--- src/rtl/data_mem_pkg.sv ---
// rtl/data_mem_pkg.sv - memcontrol encodings, captured-request type and legality helpers
package data_mem_pkg;

  localparam int MEM_AW = 32;
  localparam int MEM_DW = 32;

  localparam logic [2:0] MC_B  = 3'b000;
  localparam logic [2:0] MC_H  = 3'b001;
  localparam logic [2:0] MC_W  = 3'b010;
  localparam logic [2:0] MC_BU = 3'b100;
  localparam logic [2:0] MC_HU = 3'b101;

  typedef struct packed {
    logic [MEM_AW-1:0] addr;
    logic              we;
    logic [MEM_DW-1:0] wdata;
    logic [2:0]        ctrl;
    logic              id;
  } mem_req_t;

  function automatic logic is_legal_load(input logic [2:0] ctrl);
    return (ctrl == MC_B) || (ctrl == MC_H) || (ctrl == MC_W) ||
           (ctrl == MC_BU) || (ctrl == MC_HU);
  endfunction

  function automatic logic is_legal_store(input logic [2:0] ctrl);
    return (ctrl == MC_B) || (ctrl == MC_H) || (ctrl == MC_W);
  endfunction

endpackage

--- src/rtl/data_mem_arbiter_rr.sv ---
// rtl/data_mem_arbiter_rr.sv - two-way round-robin arbiter with bounded lock hold
module rr_arbiter2
  import data_mem_pkg::*;
#(
  parameter int MAX_LOCK = 4
) (
  input  logic       clk,
  input  logic       rst_n,
  input  logic [1:0] i_req,
  input  logic [1:0] i_lock,
  output logic [1:0] o_gnt
);

  localparam int              CW      = $clog2(MAX_LOCK + 1);
  localparam logic [CW-1:0]   MAX_CNT = CW'(MAX_LOCK);
  localparam logic [CW-1:0]   ONE     = CW'(1);

  logic          r_last;
  logic [CW-1:0] r_cnt;
  logic          w_hold;
  logic          w_id;

  // The last grantee keeps priority only while its lock budget is not exhausted.
  assign w_hold = i_lock[r_last] && (r_cnt < MAX_CNT);
  assign w_id   = o_gnt[1];

  always_comb begin
    o_gnt = 2'b00;
    if (rst_n) begin
      case (i_req)
        2'b01:   o_gnt = 2'b01;
        2'b10:   o_gnt = 2'b10;
        2'b11:   o_gnt = (w_hold ? r_last : ~r_last) ? 2'b10 : 2'b01;
        default: o_gnt = 2'b00;
      endcase
    end
  end

  always_ff @(posedge clk or negedge rst_n) begin
    if (!rst_n) begin
      r_last <= 1'b1;
      r_cnt  <= '0;
    end else if (|o_gnt) begin
      r_last <= w_id;
      if (!i_lock[w_id]) begin
        r_cnt <= '0;
      end else if (w_id != r_last) begin
        r_cnt <= ONE;
      end else if (r_cnt < MAX_CNT) begin
        r_cnt <= r_cnt + ONE;
      end
    end
  end

endmodule

--- src/rtl/data_mem_arbiter.sv ---
// rtl/data_mem_arbiter.sv - arbitrate / issue / respond pipeline sharing one data memory port
module data_mem_arbiter
  import data_mem_pkg::*;
#(
  parameter int ADDRESS_WIDTH = MEM_AW,
  parameter int DATA_WIDTH    = MEM_DW,
  parameter int MAX_LOCK      = 4
) (
  input  logic                     clk,
  input  logic                     rst_n,
  input  logic [1:0]               req_i,
  input  logic [1:0]               lock_i,
  input  logic [ADDRESS_WIDTH-1:0] addr_i  [0:1],
  input  logic [1:0]               we_i,
  input  logic [DATA_WIDTH-1:0]    wdata_i [0:1],
  input  logic [2:0]               ctrl_i  [0:1],
  output logic [1:0]               gnt_o,
  output logic [1:0]               rvalid_o,
  output logic [DATA_WIDTH-1:0]    rdata_o,
  output logic                     err_o,
  output logic [ADDRESS_WIDTH-1:0] mem_a,
  output logic                     mem_we,
  output logic [DATA_WIDTH-1:0]    mem_writedata,
  output logic [2:0]               mem_memcontrol,
  input  logic [DATA_WIDTH-1:0]    mem_readdata
);

  logic [1:0]            w_gnt;
  logic                  w_gnt_id;
  logic                  w_legal;
  mem_req_t              r_cap;
  logic                  r_cap_valid;
  logic [1:0]            r_rvalid;
  logic [DATA_WIDTH-1:0] r_rdata;
  logic                  r_err;

  rr_arbiter2 #(.MAX_LOCK(MAX_LOCK)) u_arb (
    .clk    (clk),
    .rst_n  (rst_n),
    .i_req  (req_i),
    .i_lock (lock_i),
    .o_gnt  (w_gnt)
  );

  assign gnt_o    = w_gnt;
  assign w_gnt_id = w_gnt[1];

  // Payload holds through bubbles so mem_a keeps its last value when idle.
  always_ff @(posedge clk or negedge rst_n) begin
    if (!rst_n) begin
      r_cap_valid <= 1'b0;
      r_cap.addr  <= '0;
      r_cap.we    <= 1'b0;
      r_cap.wdata <= '0;
      r_cap.ctrl  <= MC_W;
      r_cap.id    <= 1'b0;
    end else begin
      r_cap_valid <= |w_gnt;
      if (|w_gnt) begin
        r_cap.addr  <= addr_i[w_gnt_id];
        r_cap.we    <= we_i[w_gnt_id];
        r_cap.wdata <= wdata_i[w_gnt_id];
        r_cap.ctrl  <= ctrl_i[w_gnt_id];
        r_cap.id    <= w_gnt_id;
      end
    end
  end

  assign w_legal        = r_cap.we ? is_legal_store(r_cap.ctrl) : is_legal_load(r_cap.ctrl);
  assign mem_a          = r_cap.addr;
  assign mem_we         = r_cap_valid & r_cap.we & w_legal;
  assign mem_writedata  = r_cap.wdata;
  assign mem_memcontrol = r_cap.ctrl;

  always_ff @(posedge clk or negedge rst_n) begin
    if (!rst_n) begin
      r_rvalid <= 2'b00;
      r_rdata  <= '0;
      r_err    <= 1'b0;
    end else begin
      r_rvalid <= r_cap_valid ? (r_cap.id ? 2'b10 : 2'b01) : 2'b00;
      r_rdata  <= (r_cap_valid && !r_cap.we && w_legal) ? mem_readdata : '0;
      r_err    <= r_cap_valid & ~w_legal;
    end
  end

  assign rvalid_o = r_rvalid;
  assign rdata_o  = r_rdata;
  assign err_o    = r_err;

endmodule

--- config.mk ---
export PLATFORM = sky130hd
export DESIGN_NAME = data_mem_arbiter
export DESIGN_NICKNAME = d
export VERILOG_FILES = /design/src/rtl/data_mem_pkg.sv /design/src/rtl/data_mem_arbiter_rr.sv /design/src/rtl/data_mem_arbiter.sv
export SDC_FILE = /design/constraint.sdc
export NUM_CORES = 1
export LEC_CHECK = 0
export BUFFER_PORTS_ARGS = -buffer_cell sky130_fd_sc_hd__buf_2
export CAP_MARGIN = 20
export CORE_MARGIN = 10
export CORE_UTILIZATION = 44
export CTS_CLUSTER_DIAMETER = 30
export CTS_CLUSTER_SIZE = 28
export DETAILED_ROUTE_END_ITERATION = 8
export PLACE_DENSITY = 0.87
export SLEW_MARGIN = 20
export SYNTH_ARGS = -nofsm -noshare
export SYNTH_HDL_FRONTEND = slang
export SYNTH_SLANG_ARGS = --single-unit
--- constraint.sdc ---
create_clock -name clk -period 2 [get_ports clk]
set_input_delay 0.1 -clock clk [delete_from_list [all_inputs] [get_ports clk]]
set_output_delay 0.1 -clock clk [all_outputs]
set_load 0.05 [all_outputs]
# Word level (Yosys, flattened, before mapping)
# Cells that the tools add are included.
totals:
  regBits: 109
  inputBits: 174
  output_inout_bits: 105
classes:
  add_sub_neg: 1
  n_lt_le_gt_ge: 4
  eq_ne: 9
  mux: 26
  bitwise_logic: 6
  n_reduce_logical: 11
op_table:
  columns: ["op", "n"]
  rows:
  - ["32-bit 2-to-1 mux", 7]
  - ["3-bit 2-to-1 mux", 6]
  - ["1-bit 2-to-1 mux", 8]
  - ["2-bit 2-to-1 mux", 4]
  - ["3-bit == test (second input constant)", 2]
  - ["2-bit case mux with 3 select lines", 1]
  - ["2-bit == test (second input constant)", 2]
  - ["1-bit logical OR", 4]
  - ["1-bit by 2-bit < comparator with 1-bit output (second input constant)", 2]
  - ["3-bit by 1-bit adder with 3-bit output (second input constant)", 1]
  - ["1-bit AND", 3]
  - ["3-bit by 1-bit == test with 1-bit output (second input constant)", 1]
  - ["3-bit by 2-bit == test with 1-bit output (second input constant)", 1]
  - ["1-bit logical AND", 3]
  - ["3-bit zero test", 1]
  - ["3-bit < comparator (second input constant)", 1]
  - ["3-bit inequality test (second input constant)", 1]
  - ["2-bit by 1-bit == test with 1-bit output (second input constant)", 1]
  - ["2-bit >= comparator (second input constant)", 1]
  - ["1-bit NOT", 2]
  - ["1-bit NOT with 2-bit output", 1]
  - ["2-bit AND reduction", 1]
  - ["2-bit OR reduction", 1]
  - ["1-bit zero test", 1]
  - ["1-bit inequality test", 1]

# Logic depth before layout (Yosys ltp)
depth:
  ltp_word: 11
  depth_mapped: 6
  mapped_depth_nobuf: 4

# Hierarchy
# Synthesis repeated with hierarchy kept, for this count alone.
hier_totals:
  hier_cells: 494
  area_unflattened_um2: 5545.3
modules_own_cells:
  columns: ["module", "n_inst", "cells_per_inst", "area_each_um2", "seq_area_each_um2"]
  rows:
  - ["data_mem_arbiter", 1, 448, 5168.7, 2628.8]
  - ["rr_arbiter2", 1, 46, 376.6, 101.3]

# Worst setup path after synthesis
# OpenSTA, ideal clock, no wires.
synth_path:
  kind: "register to output"
  from: "reg r_cap (netlist bit mem_memcontrol[0])"
  to: "out mem_we"
  arrival_ns: 1.606
  required_time_ns: 1.900
  setup_slack_ns: 0.294
  stages_incl_launch_ff: 2
  path_cell_list: "dfrtp_1 -> a211oi_1"
synth_between:
  elab_chain_cells: 7
  elab_cells_between_ends: 11
  classes_between: "4 x eq/ne; 1 x mux; 1 x bitwise; 5 x reduce/logical"
synth_lines:
  columns: ["item", "line_no", "source"]
  rows:
  - ["start: declaration", "data_mem_arbiter.sv:31", "mem_req_t r_cap;"]
  - ["3-bit by 1-bit == test with 1-bit output or 3-bit zero test (tied branches)", "data_mem_pkg.sv:22, data_mem_pkg.sv:27", null]
  - ["1-bit logical OR (2 in series)", "data_mem_pkg.sv:22, data_mem_pkg.sv:27", null]
  - ["1-bit logical OR", "data_mem_pkg.sv:22", "return (ctrl == MC_B) || (ctrl == MC_H) || (ctrl == MC_W) ||"]
  - ["1-bit logical OR", "data_mem_pkg.sv:23", "(ctrl == MC_BU) || (ctrl == MC_HU);"]
  - ["1-bit 2-to-1 mux *", "data_mem_arbiter.sv:69", "assign w_legal = r_cap.we ? is_legal_store(r_cap.ctrl) : is_legal_load(r_cap.ctrl);"]
  - ["1-bit AND *", "data_mem_arbiter.sv:71", "assign mem_we = r_cap_valid & r_cap.we & w_legal;"]
  - ["end: declaration", "data_mem_arbiter.sv:22", "output logic mem_we,"]
# Mark *: on every way between the ends. The rest lies on a longest branch, timed or not.

# Final worst setup path
layout_path:
  from: "reg u_arb.r_last"
  to: "out gnt_o[1]"
layout_between:
  elab_chain_cells: 7
  elab_cells_between_ends: 8
  classes_between: "6 x mux; 1 x bitwise; 1 x reduce/logical"
layout_lines:
  columns: ["item", "line_no", "source"]
  rows:
  - ["start: declaration", "data_mem_arbiter_rr.sv:18", "logic r_last;"]
  - ["start signal: assignment", "data_mem_arbiter_rr.sv:44", "r_last <= w_id;"]
  - ["1-bit 2-to-1 mux (not written as such) (2 in series)", "data_mem_arbiter_rr.sv:24", "assign w_hold = i_lock[r_last] && (r_cnt < MAX_CNT);"]
  - ["1-bit logical AND", "data_mem_arbiter_rr.sv:24", null]
  - ["1-bit 2-to-1 mux *", "data_mem_arbiter_rr.sv:33", "2'b11: o_gnt = (w_hold ? r_last : ~r_last) ? 2'b10 : 2'b01;"]
  - ["2-bit 2-to-1 mux *", "data_mem_arbiter_rr.sv:33", null]
  - ["2-bit case mux with 3 select lines *", "data_mem_arbiter_rr.sv:30", "case (i_req)"]
  - ["2-bit 2-to-1 mux *", "data_mem_arbiter_rr.sv:29", "if (rst_n) begin"]
  - ["end: declaration", "data_mem_arbiter.sv:17", "output logic [1:0] gnt_o,"]
# Mark *: on every way between the ends. The rest lies on a longest branch, timed or not. The select of a mux whose other input is x is not followed.

==> impl_metrics.env <==
export IMPL_synth_edf_count=0
export IMPL_grt_first_pass_wirelength_um=26200
export IMPL_antenna_found_initial=1
export IMPL_dr_pass1_iters=4
export IMPL_timing_hold_ws_ns=0.0104
export IMPL_synth_seq_cells=109
export IMPL_synth_top_family_by_area="compound AO/OA/AOI/OAI gates"
export IMPL_die_x_um=125
export IMPL_start_util_pct=44.9
export IMPL_area_growth_pct=40.0
export IMPL_clk_latency_ns=0.36
export IMPL_gp_congestion=0.798
export IMPL_critPathMaxFanout=33
export IMPL_synth_xor_area_share_pct=0
export IMPL_viasPerCell=4.96
export IMPL_ys_seq_area_share_pct=56.1
export IMPL_io_pins=279
export IMPL_grt_ovfl_total=0
export IMPL_min_period_over_period_pct=95.5
export IMPL_drc_errors=0
export IMPL_setup_tns_final_ns=0
export IMPL_min_path_type="in2reg"
export IMPL_finalWorstSetupSlack_ns=0.0895
export IMPL_avgSynthCellArea_sq_um=10.1
export IMPL_maxCapViolCount=0
export IMPL_slew_headroom_pct=43.4
export IMPL_crit_type="reg2out"
export IMPL_finalCoreUtilization_pct=62.8
export IMPL_cts_tree="yes"
export IMPL_worstHoldStart="addr_i[52]"
export IMPL_dp_hpwl_um=11700
export IMPL_drive_gt1_share_pct=42.0
export IMPL_ys_types=31
export IMPL_endpoint_kind="output port"
export IMPL_cts_buffer_depth=2
export IMPL_fin_nets=920
export IMPL_r2r_start="u_arb.r_last$_DFFE_PN1P_"
export IMPL_max_stage_delay_ns=0.61
export IMPL_core_sq_um=10800
export IMPL_status="complete, no violations"
export IMPL_yosysWarnings=0
export IMPL_row_count=38
export IMPL_ys_top_cells_by_count="dfrtp_1, buf_4, nand2_1, o21ai_1, o22ai_1"
export IMPL_p_total_mw=6.21
export IMPL_async_flop_share_pct=100
export IMPL_finalCriticalPeriod_ns=1.91
export IMPL_cts_sinks=109
export IMPL_finalHoldViolCount=0
export IMPL_setup_viol=0
export IMPL_grt_use_total_pct=20.5
export IMPL_ys_flop_type="dfrtp_1"
export IMPL_via_count=4421
export IMPL_die_h_um=125
export IMPL_routed_wl_um=16800
export IMPL_wl_per_cell_um=18.8
export IMPL_grt_max_degree=131
export IMPL_cpMaxStageDelayCell="dfstp_2"
export IMPL_cpLargestDelayFamily="flip-flops"
export IMPL_grt_pass1_vias=4767
export IMPL_synthAdderAreaFrac_pct=0.257
export IMPL_cts_root_buf="clkbuf_8"
export IMPL_crit_chain="nand4bb_4, o2111a_2, buf_12, buf_8"
export IMPL_syn_nets=658
export IMPL_path_buf_inv=2
export IMPL_cts_buffers=9
export IMPL_arrival_ns=1.81
export IMPL_grt_setup_unrepaired="no"
export IMPL_synth_compound_area_share_pct=17.9
export IMPL_max_freq_mhz=523
export IMPL_crit_required_ns=1.90
export IMPL_startpoint_type="register"
export IMPL_ant_nets=0
export IMPL_clkTransAtPathRegs_ns=0.11
export IMPL_worstHoldPathCells=3
export IMPL_vdd_drop_max_v=0.000581
export IMPL_synth_simple_area_share_pct=11.3
export IMPL_synth_most_common_cell="dfrtp_1"
export IMPL_synth_top_area_cell="dfrtp_1"
export IMPL_holdPathEnd="mem_a[20]$_DFFE_PN0P_"
export IMPL_synth_area_sq_um=4870
export IMPL_rr_worst_depth=6
export IMPL_synthMuxAreaShare_pct=0.437
export IMPL_die_area_sq_um=15700
export IMPL_syn_inst=483
export IMPL_cts_htree_levels=3
export IMPL_r2r_setup_slack_ns=0.21
export IMPL_synth_area_top_cells="dfrtp_1, buf_4, o22ai_1"
export IMPL_portBuffers=278
export IMPL_skew_ns=0.0129
export IMPL_powerDensity_nw_per_um2=911
export IMPL_drv_slew=0
export IMPL_worst_pin_slew_ns=0.849
export IMPL_r2r_end="mem_writedata[27]$_DFFE_PN0P_"
export IMPL_place_ws_ns=0.186
export IMPL_yosysTopAreaCellShare_pct=55.0
export IMPL_initialDrtViolationCount=293
export IMPL_p_leak_nw=3.53
-- final cells by class --
| cell class | instances | area [sq um] |
|---|---|---|
| diodes | 1 | 2.50 |
| flip-flops and latches | 109 | 2730 |
| multi-input cells | 270 | 1500 |
| well taps | 140 | 175 |
| repair buffers | 351 | 2170 |
| clock inverters | 7 | 93.8 |
| fillers | 863 | 4030 |
| clock buffers | 9 | 124 |
| inverters | 4 | 15.0 |
-- logic make-up after synthesis --
kind of cell | Yosys count
compound gates | 150
simple gates | 117
flops | 109
buf+inv | 104
mux | 2
fa+ha+maj | 1
-- registers in the layout, summed over array words and instances (netlist names) --
register and flops:
mem_a 32, mem_writedata 32, rdata_o 32, mem_memcontrol 3, u_arb.r_cnt 3, r_cap 2, rvalid_o 2, err_o 1
r_cap_valid 1, u_arb.r_last 1
-- worst reg2reg max path: stages (launching register included) --
cell      delay [ns]
dfstp_2         0.61
nand2_1         0.12
o211ai_4        0.23
buf_4           0.16
buf_4           0.30
o22ai_1         0.15
o21ai_1         0.14
-- through the flow --
step                cells  instance area (sq um)
floorplan             483                   4870
global placement      810                   5900
detailed placement    810                   5900
CTS                   887                   6760
global route          891                   6810
finish                891                   6810
-- cells in the final DEF (no fill, tap or decap), drive strengths merged, types with 2 or more instances in the layout --
cell type	count
nor2b	2
and2	35
dfstp	2
dlygate4sd3	61
inv	7
nand2	73
o21ai	71
dfrtp	107
nor2	2
o22ai	68
clkinv	2
clkbuf	10
a21oi	2
buf	289
-- per-layer routing --
| layer | track usage [%] | part of all wire (%) | vias to the layer above |
|---|---|---|---|
| li1 | - | - | 2126 |
| met4 | 7.32 | 2.3 | 0 |
| met2 | 37.7 | 54 | 197 |
| met1 | 21.5 | 36 | 2070 |
| met5 | 0 | 0 | - |
| met3 | 6.25 | 7.7 | 28 |
-- report_power, final --
group	total [mW]	internal, mW	switching, mW
Clock	1.41	0.615	0.800
Combinational	2.17	0.640	1.53
Sequential	2.62	2.48	0.146
-- timing repair --
action,CTS,global route
resized for setup,6,3
pin swaps,0,2
hold buffers,61,0
setup endpoints to repair,2,2
hold endpoints to repair,167,0
buffers inserted,0,2
gates cloned,0,1
-- how the worst max path moves through the flow --
stage                                             start                    endpoint  slack, ns  cells past startpoint
after CTS                      u_arb.r_last$_DFFE_PN1P_                    gnt_o[1]       0.02                      4
after floorplan           mem_memcontrol[0]$_DFFE_PN0P_                      mem_we       0.29                      1
after global placement         u_arb.r_last$_DFFE_PN1P_  u_arb.r_cnt[0]$_DFFE_PN0P_       0.24                      5
final                          u_arb.r_last$_DFFE_PN1P_                    gnt_o[1]       0.09                      4
after global routing           u_arb.r_last$_DFFE_PN1P_                    gnt_o[1]       0.01                      4
after detailed placement       u_arb.r_last$_DFFE_PN1P_  u_arb.r_cnt[0]$_DFFE_PN0P_       0.19                      5
Power figures use the tool's default switching activity.
